==> config.mk <==
export PLATFORM = sky130hd
export DESIGN_NAME = shift_add_sequencer
export DESIGN_NICKNAME = d
export VERILOG_FILES = /design/src/rtl/mult_pkg.sv /design/src/rtl/add_sub9.sv /design/src/rtl/shift_add_sequencer.sv
export SDC_FILE = /design/constraint.sdc
export NUM_CORES = 1
export LEC_CHECK = 0
export ABC_AREA = 1
export CAP_MARGIN = 5
export CORE_UTILIZATION = 25
export CTS_CLUSTER_SIZE = 28
export DETAILED_ROUTE_END_ITERATION = 8
export GPL_TIMING_DRIVEN = 0
export PLACE_DENSITY_LB_ADDON = 0.25
export RECOVER_POWER = 25
export SYNTH_ARGS = -nofsm -noshare
export SYNTH_HDL_FRONTEND = slang
export SYNTH_SLANG_ARGS = --single-unit
==> constraint.sdc <==
create_clock -name Clk -period 4 [get_ports Clk]
set_clock_uncertainty 0.15 [all_clocks]
set_input_delay 0.4 -clock Clk [delete_from_list [all_inputs] [get_ports Clk]]
set_output_delay 0.4 -clock Clk [all_outputs]
set_load 0.03 [all_outputs]
==> src/rtl/mult_pkg.sv <==
// Shared types and sizing for the 8-bit signed shift-add multiplier.
// The state encoding is used by the sequencer FSM.
package mult_pkg;
  typedef enum logic [1:0] {IDLE, ADD, SHIFT, DONE} mult_state_t;
  localparam int MULT_WIDTH = 8;
  localparam int MULT_ITERS = MULT_WIDTH;
endpackage

==> src/rtl/add_sub9.sv <==
// Sign-extended ripple-carry adder/subtractor, WIDTH+1 bits; purely combinational.
// Subtract inverts the extended S operand and injects carry-in; carry-out is dropped.
import mult_pkg::*;

module add_sub9 #(
  parameter int WIDTH = MULT_WIDTH
) (
  input  logic [WIDTH-1:0] a,
  input  logic [WIDTH-1:0] s,
  input  logic             sub,
  output logic [WIDTH:0]   res
);
  logic [WIDTH:0] a_ext;
  logic [WIDTH:0] b_ext;
  logic [WIDTH+1:0] carry;

  assign a_ext = {a[WIDTH-1], a};
  assign b_ext = {s[WIDTH-1], s} ^ {(WIDTH+1){sub}};
  assign carry[0] = sub;

  for (genvar i = 0; i <= WIDTH; i++) begin : g_fa
    assign res[i]     = a_ext[i] ^ b_ext[i] ^ carry[i];
    assign carry[i+1] = (a_ext[i] & b_ext[i]) | (carry[i] & (a_ext[i] ^ b_ext[i]));
  end

  logic unused_cout;
  assign unused_cout = carry[WIDTH+1];
endmodule

==> src/rtl/shift_add_sequencer.sv <==
// Signed shift-add multiplier sequencer: product {X,A,B} in 2*WIDTH cycles after the start edge.
// No backpressure; Run is a level handshake and must drop in DONE before the next start.
import mult_pkg::*;

module shift_add_sequencer #(
  parameter int WIDTH = MULT_WIDTH
) (
  input  logic             Clk,
  input  logic             Reset_n,
  input  logic             Run,
  input  logic             ClearA_LoadB,
  input  logic [WIDTH-1:0] Sw,
  output logic [WIDTH-1:0] Aval,
  output logic [WIDTH-1:0] Bval,
  output logic             Xval,
  output logic             Busy,
  output logic             Done
);
  localparam int CW = $clog2(WIDTH);
  localparam logic [CW-1:0] LAST = CW'(WIDTH - 1);

  mult_state_t    state;
  logic [CW-1:0]  cnt;
  logic [WIDTH-1:0] a_q, b_q, s_q;
  logic           x_q;
  logic           busy_q, done_q;
  logic [WIDTH:0] sum;
  logic           is_last;

  assign is_last = (cnt == LAST);

  // The final iteration weighs the multiplier's sign bit negatively, hence subtract.
  add_sub9 #(.WIDTH(WIDTH)) u_add_sub (
    .a   (a_q),
    .s   (s_q),
    .sub (is_last),
    .res (sum)
  );

  always_ff @(posedge Clk or negedge Reset_n) begin
    if (!Reset_n) begin
      state  <= IDLE;
      cnt    <= '0;
      a_q    <= '0;
      b_q    <= '0;
      s_q    <= '0;
      x_q    <= 1'b0;
      busy_q <= 1'b0;
      done_q <= 1'b0;
    end else begin
      case (state)
        IDLE: begin
          if (ClearA_LoadB) begin
            a_q <= '0;
            x_q <= 1'b0;
            b_q <= Sw;
          end else if (Run) begin
            a_q    <= '0;
            x_q    <= 1'b0;
            s_q    <= Sw;
            cnt    <= '0;
            state  <= ADD;
            busy_q <= 1'b1;
          end
        end
        ADD: begin
          if (b_q[0]) {x_q, a_q} <= sum;
          state <= SHIFT;
        end
        SHIFT: begin
          a_q <= {x_q, a_q[WIDTH-1:1]};
          b_q <= {a_q[0], b_q[WIDTH-1:1]};
          if (is_last) begin
            state  <= DONE;
            done_q <= 1'b1;
          end else begin
            cnt   <= cnt + 1'b1;
            state <= ADD;
          end
        end
        DONE: begin
          if (!Run) begin
            state  <= IDLE;
            busy_q <= 1'b0;
            done_q <= 1'b0;
          end
        end
        default: state <= IDLE;
      endcase
    end
  end

  assign Aval = a_q;
  assign Bval = b_q;
  assign Xval = x_q;
  assign Busy = busy_q;
  assign Done = done_q;
endmodule

==> results by group <==
Outcome
  • Status: complete, but fails checks
  • Violated checks: max-capacitance violations, max-slew violations

Placed design
  • Port bufs: 30
  • GPL Wtd Cong: 0.806
  • Placed Cells incl. Taps: 354
  • Post-DP HPWL: 3130 um

Setup path
  • Delay of the slowest cell on the worst path: 430 ps
  • Critical path fanouts, max: 8
  • WP data arrival: 3950 ps
  • CP max-delay cell: fa_1
  • CP Data Required Time: 4060 ps
  • CP bufs+invs: 6
  • WS Path Type: reg -> reg
  • Top cell by count, worst path: fa_2
  • CP Launch Type: register
  • Worst setup EP type: register
  • CP top delay family: adder cells
  • Cell Chain, Critical Path: ha_2, ha_2, buf_6, xor2_2, fa_2, inv_2, fa_2, fa_2, inv_2, fa_2, inv_2, fa_2, inv_2, fa_1, inv_1, fa_1, o21ai_1, nand2_1, o21ai_1

Power and ir drop
  • PwrDens: 805 nW/um2
  • IR drop worst, VDD: 0.330 mV
  • Tot Pwr: 1990 uW
  • LEAKAGE: 0.00115 uW

Yosys
  • Syn_area_per_cell: 8.33 um2
  • Post-synthesis sequential area ratio: 42.7%
  • Synth Instances: 225
  • Synthesized flop and latch total: 32
  • Synthesized cell area: 1870 um2
  • Post-synthesis cell type count: 27
  • Ys Warns: 0
  • Syn Nets: 251

Routing
  • Post-DR vias/cell: 4.13
  • Antenna Nets Post-Route: 0
  • Via count: 1,514
  • DR pass1 iterations: 4
  • WL final: 4230 um
  • Initial DRC Count: 38
  • Post-route DRC: 0
  • Routed len/inst: 11.5 um

Die
  • Die H: 88.6 um
  • Total die area: 7850 um2
  • Die Span X: 88.6 um
  • Initial Util: 25.8%
  • Row cnt: 31
  • IO Pins: 31
  • Core Footprint: 7250 um2

STA
  • Final Hold Fails: 0
  • Slew headroom: -17.8%
  • Final setup vio count: 0
  • Worst-margin pin slew: 1770 ps
  • Min cycle time layout: 3890 ps
  • FMAX: 257 MHz
  • Final period util: 97.3%
  • Setup TNS Final: 0 ps
  • Max-slew violations: 33
  • Hold slack: 337 ps
  • RSZ-0062 raised after global routing: true

Global routing
  • Largest net degree at the start of global routing: 33
  • Global route overflow: 0
  • All-Layer GR Usage: 12.2%
  • Vias in the first global route: 1,484
  • First-pass GRT wire length: 7290 um
  • Antenna violations before repair: 0

Layout
  • Total Nets Final: 293
  • Antenna diodes: 0
  • Fillers: 759
  • Share of layout cells above drive strength 1: 15.7%
  • Multi-input logic area: 938 um2
  • Register area: 801 um2
  • P&R area growth vs syn: 32.1%
  • Filler-free cell count of the finished design: 367

Clock network
  • Clock tree buffer depth: 2
  • Cts bufs inserted: 5
  • Root Driver: clkbuf_8
  • H-Tree Depth: 2
  • Reg clk slew, reported paths: 70 ps
  • Sink Count: 32
  • Clk Latency, worst-skew pair: 290 ps
  • CTS tree: built

Worst hold path
  • HP Class: reg -> reg

Flow run
  • Max-Cap Viols: 1
## placed cells by master, fill, tap and decap left out, types with 2 or more instances in the layout
| cell type | n |
|---|---|
| nand2_1 | 64 |
| dfrtp_1 | 32 |
| clkdlybuf4s50_1 | 29 |
| inv_1 | 24 |
| o21ai_0 | 20 |
| nor2_1 | 10 |
| a21oi_1 | 9 |
| o21ai_1 | 8 |
| nand3_1 | 8 |
| inv_2 | 7 |
| buf_4 | 6 |
| fa_2 | 5 |
| ha_1 | 5 |
| clkbuf_8 | 5 |
| buf_2 | 4 |
| xnor2_1 | 3 |
| xor2_1 | 3 |
| o22ai_1 | 3 |
| buf_6 | 2 |
| o211ai_1 | 2 |
| fa_1 | 2 |
| ha_2 | 2 |
## state kept, by name, indices dropped and copies added, names as in the netlist
| register | flops |
|---|---|
| state | 2 |
| cnt | 3 |
| Bval | 8 |
| Done | 1 |
| s_q | 8 |
| Xval | 1 |
| Aval | 8 |
| Busy | 1 |
## what timing repair did
item,CTS,global route
hold endpoints to repair,0,0
buffers inserted,1,4
setup endpoints to repair,1,2
gates resized for setup,6,9
hold buffers,0,0
pin swaps,2,7
## stage by stage
step	setup WS [ps]	area (um2)	utilization [%]
4_1_cts	11.7	2430	33.5
3_5_place_dp	-91.9	2290	31.6
3_3_place_gp	-36.9	2300	31.7
2_1_floorplan	145	1870	-
5_1_grt	-66.0	2480	34.1
6_report	109	2480	34.1
## Yosys cell counts
| master | instances | area share [%] |
|---|---|---|
| a21oi_1 | 9 | 2.4 |
| nor2_4 | 1 | 0.60 |
| dfrtp_1 | 32 | 43 |
| or2_0 | 1 | 0.33 |
| fa_1 | 7 | 7.5 |
| xnor2_1 | 3 | 1.4 |
| buf_4 | 2 | 0.80 |
| buf_2 | 4 | 1.1 |
| nand3_1 | 8 | 2.1 |
| nand2_1 | 65 | 13 |
| a21oi_4 | 1 | 0.87 |
| nor2_2 | 1 | 0.33 |
| inv_1 | 28 | 5.6 |
| buf_6 | 1 | 0.60 |
| o21ai_1 | 7 | 1.9 |
| nand4_1 | 1 | 0.33 |
| o21a_1 | 1 | 0.40 |
| o211ai_1 | 2 | 0.80 |
| o22ai_1 | 3 | 1.0 |
| inv_2 | 3 | 0.60 |
| xor2_1 | 4 | 1.9 |
| a21oi_2 | 1 | 0.47 |
| nor2_1 | 10 | 2.0 |
| o21ai_0 | 21 | 5.6 |
| nand3_2 | 1 | 0.53 |
| ha_1 | 7 | 4.7 |
| o21ai_2 | 1 | 0.47 |
## power by group
group | switching (uW) | internal, uW | total, uW
sequential | 123 | 464 | 587
combinational | 659 | 421 | 1080
clock | 138 | 188 | 325
## final timing paths
check / end / cells past startpoint / from / slack [ps]
min in group asynchronous: state[1]$_DFFE_PN0P_ / 1 / Reset_n / 420
max reg2reg: Aval[7]$_DFFE_PN0P_ / 19 / cnt[0]$_DFFE_PN0P_ / 110
max in group asynchronous: Xval$_DFFE_PN0P_ / 1 / Reset_n / 2250
max: Aval[7]$_DFFE_PN0P_ / 19 / cnt[0]$_DFFE_PN0P_ / 110
min reg2reg: Busy$_DFFE_PN0P_ / 2 / Busy$_DFFE_PN0P_ / 340
min: Busy$_DFFE_PN0P_ / 2 / Busy$_DFFE_PN0P_ / 340
## tightest hold or removal path, cell delays in order (launching register included)
cell and delay [ps]:
dfrtp_1 340, nand2_1 50, o21ai_0 60
## layout make-up
type	count	share of cell area, %
Inverter	31	4.70
Tap cell	99	5.00
Multi-Input combinational cell	155	37.9
Sequential cell	32	32.3
Clock inverter	3	1.87
Timing Repair Buffer	35	13.4
Buffer	7	2.02
Clock buffer	5	2.78
## cells by family (layout without fill, tap and decap cells)
group                      count (synthesis)  after routing  synth area share, %
DFF                                       32             32                 42.7
buffers and inverters                     38             81                 8.68
xor gates and xnor gates                   7              7                 3.27
AOI/OAI and AO/OA                         46             46                 13.9
and+or+nand+nor                           88             88                 19.3
adders and majority gates                 14             14                 12.1
## routing by layer
layer  global-route usage (%)  vias to the layer above  share of wire, %
li1                         -                      788                 -
met3                     2.43                        5               3.6
met5                        0                        -                 0
met2                     18.7                       24                45
met4                     4.40                        0               1.2
met1                     17.1                      697                50
Note: power is estimated with default switching activity, not from simulation.
